[src/rtl/axi_burst_checker_pkg.sv]
// Shared definitions for the AXI4 burst checker.
//   state_t        : checker FSM states
//   AXI_* consts   : AXI4 encodings used on the address and response channels
//   pattern_word() : data expected on beat 'beat' of burst 'burst_idx'
package axi_burst_checker_pkg;

  typedef enum logic [2:0] {
    ST_IDLE,
    ST_WR_ADDR,
    ST_WR_DATA,
    ST_WR_RESP,
    ST_RD_ADDR,
    ST_RD_DATA,
    ST_NEXT,
    ST_DONE
  } state_t;

  localparam logic [1:0] AXI_RESP_OKAY  = 2'b00;
  localparam logic [1:0] AXI_BURST_INCR = 2'b01;
  localparam logic [2:0] AXI_SIZE_4B    = 3'b010;

  // Incrementing pattern, wraps modulo 2^32.
  function automatic logic [31:0] pattern_word(input logic [31:0] seed,
                                               input logic [7:0]  burst_idx,
                                               input logic [8:0]  burst_len,
                                               input logic [7:0]  beat);
    return seed + (32'(burst_idx) * 32'(burst_len)) + 32'(beat);
  endfunction

endpackage

[src/rtl/axi_burst_checker_pattern_gen.sv]
// Beat counter and data generator, shared by the write and read paths.
// Ports:
//   clk, rst_n   : clock, asynchronous active-low reset
//   clear        : return the beat counter to 0 (start of a run)
//   advance      : one beat accepted; wraps to 0 after the final beat
//   seed         : latched run seed
//   burst_idx    : current burst number
//   last_beat    : current beat is the final beat of the burst
//   data         : pattern word for the current beat
module axi_burst_pattern_gen
  import axi_burst_checker_pkg::*;
#(
  parameter int C_BURST_LEN = 8
) (
  input  logic        clk,
  input  logic        rst_n,
  input  logic        clear,
  input  logic        advance,
  input  logic [31:0] seed,
  input  logic [7:0]  burst_idx,
  output logic        last_beat,
  output logic [31:0] data
);

  logic [7:0] beat_idx;

  assign last_beat = (beat_idx == 8'(C_BURST_LEN - 1));
  assign data      = pattern_word(seed, burst_idx, 9'(C_BURST_LEN), beat_idx);

  // Wrapping after the final write beat leaves the counter at 0 for the
  // read-back of the same burst, and again for the next burst.
  always_ff @(posedge clk or negedge rst_n) begin
    if (!rst_n) begin
      beat_idx <= '0;
    end else if (clear) begin
      beat_idx <= '0;
    end else if (advance) begin
      beat_idx <= last_beat ? 8'd0 : beat_idx + 8'd1;
    end
  end

endmodule

[config.mk]
export PLATFORM = sky130hd
export DESIGN_NAME = axi_burst_pattern_gen
export DESIGN_NICKNAME = d
export VERILOG_FILES = /design/src/rtl/axi_burst_checker_pkg.sv /design/src/rtl/axi_burst_checker_pattern_gen.sv
export SDC_FILE = /design/constraint.sdc
export NUM_CORES = 1
export LEC_CHECK = 0
export BUFFER_PORTS_ARGS = -buffer_cell sky130_fd_sc_hd__buf_4
export CAP_MARGIN = 40
export CORE_ASPECT_RATIO = 1.2
export CORE_MARGIN = 4
export CORE_UTILIZATION = 44
export CTS_BUF_LIST = sky130_fd_sc_hd__clkbuf_2
export DETAILED_ROUTE_END_ITERATION = 10
export GPL_ROUTABILITY_DRIVEN = 0
export PLACE_DENSITY = 0.89
export SETUP_SLACK_MARGIN = 0.5
export SKIP_CTS_REPAIR_TIMING = 1
export SLEW_MARGIN = 20
export SYNTH_ARGS = -nofsm -noshare
export SYNTH_HDL_FRONTEND = slang
export SYNTH_SLANG_ARGS = --single-unit
[constraint.sdc]
create_clock -name clk -period 2.8 [get_ports clk]
set_input_delay 0.42 -clock clk [delete_from_list [all_inputs] [get_ports clk]]
set_output_delay 0.42 -clock clk [all_outputs]
set_load 0.005 [all_outputs]
==> flow_metrics.py <==
metrics = {
    "run_status": {
        "status": "complete, but fails checks",
        "violations": "negative setup slack",
    },
    "detailed_routing": {
        "finalWirelength_microns": 6236,
        "wl_per_cell_microns": 17.42,
        "drc": 0,
        "vias_per_cell": 5.830,
        "ant_nets": 0,
        "via_count": 2087,
        "drtIter0Drc": 103,
        "drtPass1Iterations": 5,
    },
    "clocking": {
        "cts_inserted_buffers": 3,
        "clock_path_buffers": 2,
        "clk-insertion-delay-late_ns": 0.24,
        "cts_root_buf": "clkbuf_2",
        "clkTransAtPathRegs_ns": 0.08,
        "cts_tree": "yes",
        "htree_levels": 1,
        "cts.sinks": 8,
    },
    "finish": {
        "n_antenna_cell": 0,
        "area_growth_syn_to_layout_pct": 65.46,
        "fillers": 228,
        "regMostFlops": "beat_idx",
        "largest_register_ffs": 8,
        "final_layout_size_suffix_gt1_share_pct": 48.37,
        "layout.nets": 376,
        "ff_latch_area_sq_um": 200.2,
        "multi_input_area_sq_mm": 0.001535,
        "final_cells": 358,
        "reg_top3": "beat_idx x8",
    },
    "power": {
        "p_sw_share_pct": 39.65,
        "p_sw_uw": 275.9,
        "internal_power_uw": 420.0,
        "pwr-share-seq_pct": 17.1,
        "pwr-share-comb_pct": 72.6,
        "irDropWorstVdd_uv": 111.3,
        "power_density_mw_per_mm2": 252.9,
        "clkPwrFrac_pct": 10.2,
        "power_uw": 695.9,
        "p_leak_uw": 0.001288,
    },
    "worst_setup_path": {
        "worstSetupPathType": "flop to output port",
        "crit_path_end_kind": "output port",
        "crit_path_start_kind": "flop",
        "crit_arrival_ns": 2.79,
        "rr_startpoint": "beat_idx[4]$_DFFE_PN0P_",
        "rrSetupSlack_ns": 0.92,
        "cp.required_ns": 2.38,
        "cp_max_fo": 5,
        "cp-startpoint": "beat_idx[5]$_DFFE_PN0P_",
    },
    "placed_design": {
        "hpwl_microns": 4523,
        "portBuffers": 76,
        "dpl.cell_count": 349,
    },
    "logic_synthesis": {
        "dominantRegCellSynth": "dfrtp_1",
        "ys_async_sr_fraction_pct": 100.0,
        "synth_adder_area_share_pct": 20.77,
        "synth_mux_area_share_pct": 3.160,
        "synth_cell_types": 48,
        "ys_seq_area_share_pct": 12.04,
        "synth_compound_area_share_pct": 23.02,
        "synthCells": 195,
        "synth_area_sq_mm": 0.001663,
        "ys_ff_latch": 8,
        "synth_simple_gate_area_share_pct": 21.44,
        "synth_top_family_by_area": "compound AO/OA/AOI/OAI gates",
        "synth-xor-area-share_pct": 15.80,
        "synth-edff-count": 0,
        "synth_nets": 263,
        "syn_avg_cell_area_sq_um": 8.527,
        "ys.warnings.count": 0,
        "yosys.area.top_type": "xnor2_1",
        "synth_top_area_share_pct": 13.69,
        "synth_area_leaders": "xnor2_1 (14%), ha_1 (14%), dfrtp_1 (12%)",
    },
    "sta": {
        "fin_worst_skew_ns": 0.004628,
        "hold_viol": 0,
        "fin_crit_sh_pct": 114.6,
        "setup_slack_ns": -0.4085,
        "maxSlewViolCount": 0,
        "worst_slew_pin_slew_ns": 0.4087,
        "timing.slew.headroom_pct": 72.75,
        "period_minus_slack_ns": 3.208,
        "final-setup-viol-count": 26,
        "clock.fmax_mhz": 311.7,
        "rsz0062_at_grt": "true",
    },
    "global_route": {
        "grt_usage_pct": 21.71,
        "grt-ovfl-total": 0,
        "grt_antenna_before_repair": 0,
        "grt_pass1_wl_microns": 8424,
        "grt_max_degree": 12,
        "grt_pass1_vias": 1913,
    },
    "floorplan": {
        "die_h_microns": 75.34,
        "die_x_microns": 64.12,
        "core_sq_mm": 0.003633,
        "initial_core_util_pct": 45.76,
        "rows": 24,
        "io_pins": 77,
        "dieArea_sq_mm": 0.004831,
    },
    "min_path": {
        "hold_class": "input port to flop",
        "min_from": "clear",
    },
    "flow_run": {
        "maxCapViolations": 0,
    },
}
==> cell usage after synthesis, types with 2 or more instances <==
cell and count:
nor2_1 15, a21o_1 4, or3_1 3, and3_1 6, nand3b_1 2, ha_1 18, o21ai_1 2, o2111ai_1 11
nand2b_1 2, nand2_1 10, nand3_1 7, dfrtp_1 8, mux2i_1 3, clkbuf_1 3, xor2_1 4, o21ai_0 7
nor2b_1 2, fa_1 6, o211ai_1 4, and4_1 6, a21oi_1 13, buf_2 2, inv_1 7, xnor2_1 26
==> layout by cell type, fill, tap and decap left out, drive strengths merged, types with 7 or more instances in the layout <==
master / instances
ha: 18
o21ai: 9
o2111ai: 11
nand2: 11
a21oi: 14
inv: 8
buf: 113
nand3: 7
nor2: 16
xnor2: 26
dfrtp: 8
==> power groups by stage <==
stage               logic, uW  registers, uW  clock network, uW
floorplan                 213            122                  0
global placement          440            121                  0
detailed placement        458            121                  0
CTS                       460            119               70.6
global route              543            120               76.9
finish                    505            119               71.2
==> per-stage QoR <==
stage / area [sq um] / TNS, ns / utilization (%) / hold slack [ns] / setup slack, ns
2_1_floorplan: 1725 / 0 / - / 0.1244 / 0.1108
3_3_place_gp: 2581 / -3.300 / 71.04 / 0.2414 / -0.2242
3_5_place_dp: 2581 / -4.348 / 71.04 / 0.2430 / -0.2508
4_1_cts: 2596 / -6.889 / 71.45 / -0.02534 / -0.3662
5_1_grt: 2751 / -10.74 / 75.72 / 0.3700 / -0.5252
6_report: 2751 / -7.697 / 75.72 / 0.3773 / -0.4085
==> worst max-delay path, stage by stage (launching register included) <==
cell,delay (ns)
dfrtp_1,0.42
fa_1,0.54
ha_4,0.23
a21o_1,0.21
a31oi_2,0.25
a21boi_1,0.13
or4b_1,0.48
o311ai_1,0.11
buf_4,0.17
==> logic make-up (layout without fill, tap and decap cells) <==
logic type / count (synthesis) / in the layout
flops: 8 / 8
fa+ha+maj: 24 / 24
buf+inv: 14 / 125
compound gates: 52 / 52
xor+xnor: 30 / 30
simple gates: 62 / 62
mux: 5 / 5
==> final timing paths <==
kind                                           endpoint  depth (start not counted)
worst max-delay path                            data[8]                          8
min in group asynchronous       beat_idx[2]$_DFFE_PN0P_                          2
worst min register to register  beat_idx[0]$_DFFE_PN0P_                          3
worst min-delay path            beat_idx[2]$_DFFE_PN0P_                          2
worst max register to register  beat_idx[4]$_DFFE_PN0P_                          6
max in group asynchronous       beat_idx[7]$_DFFE_PN0P_                          2
==> layer usage <==
layer | part of all wire [%] | GRT usage [%] | vias up
li1 | - | - | 955
met1 | 34 | 22.12 | 1002
met2 | 56 | 46.38 | 112
met3 | 7.9 | 3.982 | 18
met4 | 2.1 | 3.286 | 0
met5 | 0 | 0 | -
==> cell type report <==
type	count	share of cell area (%)
clock buffer	3	0.5457
inverter	8	1.091
multi-input combinational	173	55.80
sequential	8	7.276
tap	52	2.365
timing repair buffer	114	32.92
Power figures use the tool's default switching activity.
